**src/rtl/crc32_engine.sv**
```systemverilog
// Byte-serial CRC-32 engine: accepts a 1-4 byte word, folds one byte per clock
// into a reflected CRC register, and reports the running CRC and byte count.
`timescale 1ns/1ps

module crc32_engine #(
  parameter logic [31:0] POLY   = 32'hEDB88320,
  parameter logic [31:0] INIT   = 32'hFFFFFFFF,
  parameter logic [31:0] XOROUT = 32'hFFFFFFFF
) (
  input  logic        EXTS_HCLK,
  input  logic        EXTS_HRSTN,
  input  logic        clear,
  input  logic        in_valid,
  output logic        in_ready,
  input  logic [31:0] in_data,
  input  logic [1:0]  in_len,
  output logic [31:0] result,
  output logic        busy,
  output logic [15:0] byte_count
);

  typedef enum logic {IDLE, RUN} state_t;

  state_t      state;
  logic [31:0] crc;
  logic [31:0] shift;
  logic [2:0]  remaining;

  // One byte through the reflected polynomial; the loop unrolls into 8 stages.
  function automatic logic [31:0] crc_byte(input logic [31:0] crc_in, input logic [7:0] data);
    logic [31:0] c;
    c = crc_in ^ {24'h0, data};
    for (int i = 0; i < 8; i++)
      c = c[0] ? ((c >> 1) ^ POLY) : (c >> 1);
    return c;
  endfunction

  assign in_ready = EXTS_HRSTN && !clear && (state == IDLE);
  assign busy     = (state == RUN);
  assign result   = crc ^ XOROUT;

  // NOTE: all state uses non-blocking assignments so every register samples
  // the values from before the edge, independent of statement order.
  always_ff @(posedge EXTS_HCLK) begin
    if (!EXTS_HRSTN || clear) begin
      state      <= IDLE;
      crc        <= INIT;
      byte_count <= '0;
      shift      <= '0;
      remaining  <= '0;
    end else begin
      case (state)
        // Reset and clear are already excluded here, so in_valid alone is the handshake.
        IDLE: if (in_valid) begin
          shift     <= in_data;
          remaining <= (in_len == 2'b00) ? 3'd4 : {1'b0, in_len};
          state     <= RUN;
        end
        RUN: begin
          crc        <= crc_byte(crc, shift[7:0]);
          shift      <= shift >> 8;
          remaining  <= remaining - 3'd1;
          byte_count <= byte_count + 16'd1;
          if (remaining == 3'd1) state <= IDLE;
        end
        default: state <= IDLE;
      endcase
    end
  end

endmodule

```
**config.mk**
```make
export PLATFORM = sky130hd
export DESIGN_NAME = crc32_engine
export DESIGN_NICKNAME = d
export VERILOG_FILES = /design/src/rtl/crc32_engine.sv
export SDC_FILE = /design/constraint.sdc
export NUM_CORES = 1
export LEC_CHECK = 0
export BUFFER_PORTS_ARGS = -buffer_cell sky130_fd_sc_hd__buf_2
export CAP_MARGIN = 20
export CORE_AREA = 2 2 109 111
export DETAILED_ROUTE_END_ITERATION = 16
export DIE_AREA = 0 0 111 113
export PLACE_DENSITY = 0.69
export SYNTH_ARGS = -nofsm -noshare
export SYNTH_HDL_FRONTEND = slang
export SYNTH_SLANG_ARGS = --single-unit
```
**constraint.sdc**
```tcl
create_clock -name EXTS_HCLK -period 2 [get_ports EXTS_HCLK]
set_input_delay 0.3 -clock EXTS_HCLK [delete_from_list [all_inputs] [get_ports EXTS_HCLK]]
set_output_delay 0.3 -clock EXTS_HCLK [all_outputs]
set_load 0.02 [all_outputs]
```
==> results of run 1 <==
## sequential cells by signal, indices dropped and copies added, names as in the netlist
| signal | flops |
|---|---|
| remaining | 3 |
| byte_count | 16 |
| shift | 32 |
| busy | 1 |
| crc | 32 |
## critical path, cell delays in order, from the launching register on
cell and delay (ps):
dfxtp_1 340, xnor2_2 590, xnor2_2 230, xnor3_1 350
o211ai_1 190
## report_power, final
part | total, mW | switching [mW] | leakage, nW | internal (mW)
registers | 1.76 | 0.0412 | 0.683 | 1.72
clock network | 1.67 | 0.676 | 0.144 | 0.999
logic | 0.689 | 0.334 | 1.89 | 0.355
total | 4.12 | 1.05 | 2.72 | 3.07
## through the flow
stage | total power [mW] | utilization, %
2_1_floorplan | 2.33 | -
3_3_place_gp | 2.47 | 44.8
3_5_place_dp | 2.48 | 44.8
4_1_cts | 4.16 | 47.5
5_1_grt | 4.31 | 47.5
6_report | 4.12 | 47.5
## cell families (layout without fill, tap and decap cells)
family / after synthesis / after routing / share of synthesized area (%)
AND/OR/NAND/NOR: 131 / 131 / 12.5
flip-flops: 84 / 84 / 37.4
AO/OA/AOI/OAI: 77 / 77 / 10.3
XOR/XNOR: 73 / 73 / 25.1
buffers and inverters: 64 / 147 / 6.27
multiplexers: 34 / 34 / 7.57
adder cells (fa/ha/maj): 3 / 3 / 0.836
## cells in the mapped netlist (3+ instances only)
cell type / number
a211oi_1: 3
a21oi_1: 40
buf_1: 5
buf_2: 3
clkbuf_1: 15
clkbuf_8: 3
dfxtp_1: 84
ha_1: 3
inv_1: 37
mux2i_1: 34
nand2_1: 24
nand3_1: 7
nand4_1: 6
nor2_1: 75
nor3_1: 7
o211ai_1: 15
o21ai_0: 8
o21ai_1: 3
xnor2_1: 28
xnor2_2: 5
xnor2_4: 9
xnor3_1: 17
xor2_1: 10
## routing by layer
layer | track usage (%) | up-vias | share of wire (%)
met3 | 5.41 | 8 | 6.6
met1 | 21.9 | 1616 | 46
met2 | 26.4 | 92 | 46
met4 | 3.67 | 0 | 0.72
li1 | - | 1713 | -
met5 | 0 | - | 0
## layout make-up
type,instances,area [um2],area share [%]
Clock buffer,10,239,4.46
Sequential cell,84,1680,31.4
Multi-Input combinational cell,318,2530,47.3
Inverter,37,139,2.59
Clock inverter,6,63.8,1.19
Timing Repair Buffer,94,517,9.65
Tap cell,143,179,3.34
## path summary, 6_finish.rpt
| kind | startpoint | endpoint | slack (ps) | depth (start not counted) |
|---|---|---|---|---|
| setup reg to reg | shift[2] | crc[16] | 230 | 4 |
| setup / recovery | shift[2] | crc[16] | 230 | 4 |
| hold / removal | in_data[26] | shift[26] | 200 | 3 |
| hold reg to reg | byte_count[15] | byte_count[15] | 480 | 2 |
## placed cells by master, fill, tap and decap left out, drive strengths merged, types with 2 or more instances in the layout
cell type	netlist	layout
or3	2	2
clkbuf	18	10
ha	3	3
and2	2	2
o211a	2	2
nand3	7	7
dfxtp	84	84
buf	8	94
xnor3	18	18
xor2	12	12
mux2i	34	34
nor2	75	75
a21oi	40	40
a211oi	3	3
o211ai	16	16
clkinvlp	0	2
clkinv	0	3
inv	37	37
a211o	2	2
o21ai	11	11
nand2	24	24
and4	2	2
nand4	6	6
nor3	7	7
xnor2	42	42
## timing repair
item,CTS,global route
setup endpoints to repair,0,1
hold buffers,0,0
resized for setup,0,1
endpoints found under the hold margin,0,0
==> run_results.csv, run 1 <==
group,metric,value,unit
synth,syn_nets,507,
timing,finalCriticalPeriod,1770,ps
clocking,cts_root_buffer,"clkbuf_16",
timing,setup_tns,0,ps
global_routing,grt_max_degree,69,
detailed_routing,drcViolationCount,0,
floorplanning,initial_utilization,39.9,%
clocking,cts.path.max_buffers,2,
detailed_routing,wire_per_inst,14.6,um
power_and_ir_drop,p_per_area,770,nW/um2
timing,rsz0062_at_grt,"false",
timing,timing.final.crit_share,88.6,%
placement,io_buffers,87,
final_layout,area_growth,19.1,%
critical_path,worst-setup-path-type,"reg2reg",
critical_path,critPathArrivalTime,2020,ps
global_routing,grt_remaining_overflow,0,
run_status,status,"finished, final reports clean",
synth,ys_seq_elements,84,
placement,place_inst,676,
hold_path,hold_path.class,"in2reg",
timing,fmax,564,MHz
synth,synth_cells,466,
global_routing,grt_pass1_wl,16.7,mm
critical_path,cp_max_fo,8,
timing,final_hold_viol_count,0,
global_routing,grt_usage,16.5,%
synth,synth_area_leaders,"dfxtp_1 37%, xnor3_1 8.5%, mux2i_1 7.6%",
placement,dp_hpwl,7.35,mm
floorplanning,core_area,11300,um2
clocking,ctsHtreeMaxLevel,3,
final_layout,finalNonFillerCells,692,
detailed_routing,viasPerCell,4.96,
synth,synth_edf_count,0,
final_layout,diodes,0,
critical_path,crit_required,2250,ps
synth,yosysTopAreaCellShare,37.4,%
timing,finClkSkew,7.96,ps
placement,pre_cts_ws,235,ps
synth,yosysSeqAreaShare,37.4,%
floorplanning,fp-row-count,39,
timing,worst_slack,229,ps
job,drv_cap,0,
final_layout,nNetsFinal,585,
synth,synthFlopType,"dfxtp_1",
synth,yosysWarnings,0,
final_layout,fillers,1031,
floorplanning,die_w,111,um
clocking,cts_buffers,9,
synth,yosysTopAreaCell,"dfxtp_1",
final_layout,drive_gt1_share,24.0,%
clocking,clk_pin_slew_worst_paths,70,ps
global_routing,antenna_found_initial,0,
floorplanning,io_pins,88,
floorplanning,die_y,113,um
timing,tightest_slew,707,ps
power_and_ir_drop,ir_worst_vdd,0.000395,V
clocking,cts_setup_buffers,0,
synth,synth_cell_types,42,
clocking,tritoncts,"yes",
detailed_routing,drtIter0Drc,170,
detailed_routing,ant_nets,0,
timing,whs,204,ps
clocking,cts_num_sinks,84,
synth,syn_avg_cell_area,9.64,um2
timing,final_max_slew_viol_count,0,
critical_path,cp-start-kind,"flip-flop",
detailed_routing,first_pass_iters,4,
detailed_routing,num_vias,3429,
final_layout,design_area,5350,um2
timing,setup_viol,0,
power_and_ir_drop,power_leakage,2.72,nW
placement,place_congestion,0.815,
synth,synth_area,4490,um2
floorplanning,die_area,12500,um2
global_routing,grt_pass1_vias,3274,
timing,slew_headroom,52.7,%
placement,dpl_cell_area,5050,um2
synth,async_reset_ff_share,0,%
critical_path,critPathCaptureType,"flip-flop",
clocking,clkLatencyLatePin,340,ps
detailed_routing,drt_wl_total,10.1,mm
(Power assumes the default switching activity.)
==> inputs of run 2 (changes only) <==
--- a/config.mk
+++ b/config.mk
@@ -7,10 +7,12 @@
 export LEC_CHECK = 0
 export BUFFER_PORTS_ARGS = -buffer_cell sky130_fd_sc_hd__buf_2
 export CAP_MARGIN = 20
+export CELL_PAD_IN_SITES_DETAIL_PLACEMENT = 0
+export CELL_PAD_IN_SITES_GLOBAL_PLACEMENT = 1
 export CORE_AREA = 2 2 109 111
 export DETAILED_ROUTE_END_ITERATION = 16
 export DIE_AREA = 0 0 111 113
-export PLACE_DENSITY = 0.69
+export PLACE_DENSITY = 0.84
 export SYNTH_ARGS = -nofsm -noshare
 export SYNTH_HDL_FRONTEND = slang
 export SYNTH_SLANG_ARGS = --single-unit
==> run 2 against run 1 <==
Net effect: sequential power barely moved; clock power grew 18%; first-iteration DRC count shrank 19%; final cell count grew 0.14%; combinational power decreased by 0.9%; clock skew is 1.3 ps higher; die area did not move; routed wire length increased by 0.63%; largest cell class unchanged; power grew 7.0%; clock-buffer cell count fell by 1.
==> run_results.csv, run 2 (synthesized netlist as in run 1, its figures left out) <==
group,metric,value,unit
run_status,status,"finished, final reports clean",
placement,dp_hpwl,7.28,mm
critical_path,cp_max_fo,9,
detailed_routing,wire_per_inst,14.6,um
critical_path,crit_required,1700,ps
global_routing,grt_remaining_overflow,0,
final_layout,drive_gt1_share,24.2,%
floorplanning,die_y,113,um
final_layout,nNetsFinal,586,
clocking,clk_pin_slew_worst_paths,70,ps
global_routing,grt_pass1_vias,3188,
power_and_ir_drop,power_leakage,2.74,nW
timing,whs,189,ps
detailed_routing,ant_nets,0,
hold_path,holdPathStages,3,
final_layout,fillers,1073,
critical_path,path_cells,"inv_1 > nand2_1 > inv_1 > buf_2",
detailed_routing,drcViolationCount,0,
timing,setup_tns,0,ps
clocking,cts_root_buffer,"clkbuf_16",
critical_path,critPathArrivalTime,1470,ps
floorplanning,io_pins,88,
detailed_routing,drt_wl_total,10.1,mm
placement,io_buffers,87,
detailed_routing,num_vias,3318,
detailed_routing,first_pass_iters,4,
clocking,tritoncts,"yes",
critical_path,worst_path_max_delay_cell,"dfxtp_2",
power_and_ir_drop,p_per_area,817,nW/um2
critical_path,r2r_end,"crc[26]",
final_layout,area_growth,20.1,%
hold_path,holdPathEnd,"shift[24]",
clocking,ctsHtreeMaxLevel,3,
final_layout,diodes,0,
global_routing,grt_usage,16.5,%
global_routing,grt_pass1_wl,16.5,mm
clocking,cts.path.max_buffers,2,
timing,slew_headroom,55.9,%
critical_path,r2r-start,"shift[6]",
floorplanning,die_area,12500,um2
timing,setup_viol,0,
detailed_routing,viasPerCell,4.79,
timing,tightest_slew,658,ps
critical_path,cp-start-kind,"flip-flop",
floorplanning,core_area,11300,um2
timing,timing.final.crit_share,88.3,%
job,drv_cap,0,
final_layout,final_common_cell,"buf_2",
timing,final_hold_viol_count,0,
global_routing,antenna_found_initial,0,
timing,final_max_slew_viol_count,0,
floorplanning,fp-row-count,39,
final_layout,final_cell_mix,"87 x buf_2, 83 x dfxtp_1, 75 x nor2_1",
power_and_ir_drop,ir_worst_vdd,0.000503,V
critical_path,reg2regPathDepth,4,
clocking,cts_setup_buffers,0,
timing,finClkSkew,9.24,ps
critical_path,critPathCaptureType,"output pin",
critical_path,path_common_cell,"inv_1",
clocking,clkLatencyLatePin,340,ps
critical_path,max_stage_delay,430,ps
critical_path,crit_family,"flip-flops",
timing,fmax,566,MHz
global_routing,grt_max_degree,69,
critical_path,critPathBufInv,3,
timing,finalCriticalPeriod,1770,ps
hold_path,hp-start,"in_data[24]",
clocking,cts_num_sinks,84,
final_layout,reg_top3,"crc x32, shift x32, byte_count x16",
hold_path,hold_path.class,"in2reg",
detailed_routing,drtIter0Drc,138,
floorplanning,die_w,111,um
timing,rsz0062_at_grt,"false",
critical_path,reg2reg_slack,240,ps
placement,place_congestion,0.826,
floorplanning,initial_utilization,39.9,%
clocking,cts_buffers,9,
critical_path,worst-setup-path-type,"reg2out",
[run 2: cell count changes in the layout (fill, tap and decap cells not counted), sizes merged]
cell / delta
clkinvlp: -2
buf: +1
clkinv: -2
bufinv: +2
inv: +3
clkbuf: -1
[run 2: routing by layer]
metal	global-route usage (%)	wire (um)	share of wire (%)	vias up
met1	21.7	4830	48	1519
met5	0	0	0	-
met3	4.61	542	5.3	10
met2	26.7	4660	46	79
met4	5.00	107	1.1	0
li1	-	-	-	1710
[run 2: worst max-delay path by stage]
stage | start | depth (start not counted) | slack (ps) | end
6_report | busy | 4 | 230 | in_ready
5_1_grt | shift[6] | 4 | 120 | crc[26]
4_1_cts | busy | 2 | 70 | busy
3_5_place_dp | shift[6] | 4 | 230 | crc[26]
3_3_place_gp | shift[2] | 4 | 290 | crc[19]
2_1_floorplan | byte_count[0] | 5 | 340 | byte_count[12]
[run 2: timing repair]
item | 4_1_cts | 5_1_grt
hold endpoints to repair | 0 | 0
endpoints found under the setup margin | 0 | 1
gates resized for setup | 0 | 1
hold buffers | 0 | 0
[run 2: final cells by class]
type                       instances  area, um2  share of cell area [%]
clock buffer                       9        225                    4.17
clock inverter                     7        128                    2.36
inverter                          37        139                    2.57
multi-input combinational        318       2530                    46.9
sequential                        84       1680                    31.2
tap                              143        179                    3.31
timing repair buffer              95        512                    9.48
[run 2: tightest hold or removal path, cell delays in order]
cell and delay, ps:
buf_2 70, mux2i_1 50, nor2_1 70
[run 2: report_power, final]
part,switching [mW],internal [mW]
clock network,0.729,1.24
registers,0.0409,1.72
logic,0.328,0.355
total,1.10,3.31
[run 2: through the flow]
stage	total power [mW]	instance area, um2	worst slack [ps]	util [%]	instances
2_1_floorplan	2.33	4490	342	-	466
5_1_grt	4.58	5400	118	47.9	693
4_1_cts	4.45	5390	67.5	47.9	693
3_3_place_gp	2.47	5040	287	44.7	677
3_5_place_dp	2.48	5040	232	44.7	677
6_report	4.41	5400	235	47.9	693
==> inputs of run 3 (changes only) <==
--- a/config.mk
+++ b/config.mk
@@ -9,10 +9,11 @@
 export CAP_MARGIN = 20
 export CELL_PAD_IN_SITES_DETAIL_PLACEMENT = 0
 export CELL_PAD_IN_SITES_GLOBAL_PLACEMENT = 1
-export CORE_AREA = 2 2 109 111
+export CORE_AREA = 2 2 112 114
 export DETAILED_ROUTE_END_ITERATION = 16
-export DIE_AREA = 0 0 111 113
-export PLACE_DENSITY = 0.84
+export DIE_AREA = 0 0 114 116
+export PLACE_DENSITY = 0.83
+export SETUP_SLACK_MARGIN = 0.5
 export SYNTH_ARGS = -nofsm -noshare
 export SYNTH_HDL_FRONTEND = slang
 export SYNTH_SLANG_ARGS = --single-unit
==> constraint.sdc (replaced) <==
create_clock -name EXTS_HCLK -period 1.5 [get_ports EXTS_HCLK]
set_input_delay 0.225 -clock EXTS_HCLK [delete_from_list [all_inputs] [get_ports EXTS_HCLK]]
set_output_delay 0.225 -clock EXTS_HCLK [all_outputs]
set_load 0.02 [all_outputs]
==> run 3 against run 2 <==
Net effect: the run now ends with negative setup slack left; worst setup slack lost 410 ps; highest routed layer unchanged; combinational power is 140% higher; hold slack lost 48 ps; critical endpoint is now crc[27]; routed wire length rose by 64%; first-iteration DRC count grew 59%; sequential cell count stayed put; critical path type is now reg2reg.
==> run_results.csv, run 3 (synthesized netlist as in run 1, its figures left out) <==
group,metric,value,unit
clocking,holdBufCountCts,0,
clocking,tritoncts,"yes",
detailed_routing,wire_per_inst,20.1,um
global_routing,grt_pass1_wl,21.8,mm
final_layout,multi_input_area,3330,um2
floorplanning,core_area,11900,um2
clocking,cts_buffers,9,
clocking,clkLatencyLatePin,350,ps
final_layout,final_common_cell,"buf_6",
run_status,status,"finished with violations",
detailed_routing,viasPerCell,5.15,
detailed_routing,ant_nets,0,
global_routing,grt_remaining_overflow,0,
detailed_routing,first_pass_iters,4,
timing,setup_tns,-1370,ps
clocking,ctsHtreeMaxLevel,3,
final_layout,reg_top3,"crc x32, shift x32, byte_count x16",
placement,pre_cts_ws,-181,ps
clocking,clk_pin_slew_worst_paths,70,ps
placement,place_congestion,0.842,
hold_path,holdPathStages,3,
placement,place_inst,709,
detailed_routing,drt_wl_total,16.7,mm
critical_path,worst-setup-path-type,"reg2reg",
placement,io_buffers,87,
hold_path,hold_path.class,"in2reg",
final_layout,drive_gt1_share,67.2,%
timing,timing.final.crit_share,112,%
floorplanning,initial_utilization,37.7,%
final_layout,fin_util,67.9,%
timing,slew_headroom,56.9,%
global_routing,grt_usage,21.5,%
critical_path,critPathArrivalTime,1940,ps
critical_path,cp_max_fo,4,
job,drv_cap,0,
clocking,cts_root_buffer,"clkbuf_16",
timing,final_max_slew_viol_count,0,
final_layout,design_area,8090,um2
floorplanning,io_pins,88,
detailed_routing,drtIter0Drc,219,
timing,tightest_slew,645,ps
timing,setup_viol,19,
timing,finalCriticalPeriod,1670,ps
timing,rsz0062_at_grt,"true",
placement,dp_hpwl,8.04,mm
final_layout,regArea,1830,um2
timing,worst_slack,-175,ps
floorplanning,die_area,13200,um2
final_layout,finalNonFillerCells,831,
timing,finClkSkew,14.2,ps
detailed_routing,num_vias,4277,
timing,whs,142,ps
detailed_routing,drcViolationCount,0,
critical_path,critPathCaptureType,"flip-flop",
timing,fmax,597,MHz
power_and_ir_drop,p_per_area,778,nW/um2
global_routing,grt_max_degree,44,
critical_path,reg2regPathDepth,6,
run_status,violations,"negative setup slack",
power_and_ir_drop,p_total,6.29,mW
global_routing,antenna_found_initial,2,
timing,final_hold_viol_count,0,
final_layout,area_growth,80.0,%
floorplanning,die_y,116,um
final_layout,nNetsFinal,719,
final_layout,final_cell_mix,"91 x buf_6, 77 x buf_4, 43 x nor2_1",
critical_path,cp-start-kind,"flip-flop",
clocking,cts.path.max_buffers,2,
power_and_ir_drop,ir_worst_vdd,0.000700,V
critical_path,crit_required,1770,ps
power_and_ir_drop,power_leakage,3.66,nW
placement,dpl_cell_area,5450,um2
floorplanning,fp-row-count,40,
global_routing,grt_pass1_vias,4145,
clocking,cts_num_sinks,84,
floorplanning,die_w,114,um
final_layout,fillers,761,
-- run 3: cell types whose count changed in the layout (fill, tap and decap cells not counted), moves of 25 or more --
cell,change
a21oi_2,+29
buf_6,+90
dfxtp_4,+31
dfxtp_1,-56
dfxtp_2,+25
buf_2,-49
nor2_4,+30
inv_1,-33
buf_4,+71
a21oi_1,-29
nor2_1,-32
inv_2,+26
-- run 3: area by class of cell --
| type | instances | area share (%) |
|---|---|---|
| repair buffers | 228 | 27.9 |
| multi-input cells | 318 | 41.1 |
| clock inverters | 4 | 0.371 |
| clock buffers | 12 | 3.43 |
| inverters | 37 | 2.23 |
| well taps | 147 | 2.27 |
| diodes | 1 | 0.0309 |
| flip-flops and latches | 84 | 22.6 |
-- run 3: power breakdown --
| group | total (mW) | internal (mW) | switching [mW] |
|---|---|---|---|
| Combinational | 1.66 | 0.918 | 0.747 |
| Sequential | 2.31 | 2.25 | 0.0682 |
| Clock | 2.32 | 1.32 | 0.997 |
| Total | 6.29 | 4.48 | 1.81 |
-- run 3: worst paths after layout --
kind | startpoint | to | slack (ps)
setup / recovery | shift[1] | crc[27] | -170
hold / removal | in_data[31] | shift[31] | 140
setup reg to reg | shift[1] | crc[27] | -170
hold reg to reg | crc[23] | crc[23] | 490
-- run 3: worst max-delay path, cell delays in order, from the launching register on --
cell     delay (ps)
dfxtp_2         360
xnor2_4         230
buf_6           150
xnor2_4         130
buf_6           130
xnor3_1         430
a21oi_2         170
-- run 3: timing repair --
| action | in CTS | in global routing |
|---|---|---|
| cloned | 4 | 3 |
| endpoints found under the setup margin | 129 | 134 |
| pin swaps | 45 | 94 |
| setup buffers | 65 | 33 |
| resized for setup | 253 | 154 |
-- run 3: per-layer routing --
metal	track usage [%]	share of wire, %	vias to the layer above
li1	-	-	1991
met1	26.1	42	2119
met2	36.9	50	134
met3	5.86	5.4	33
met4	7.64	2.4	0
met5	0	0	-
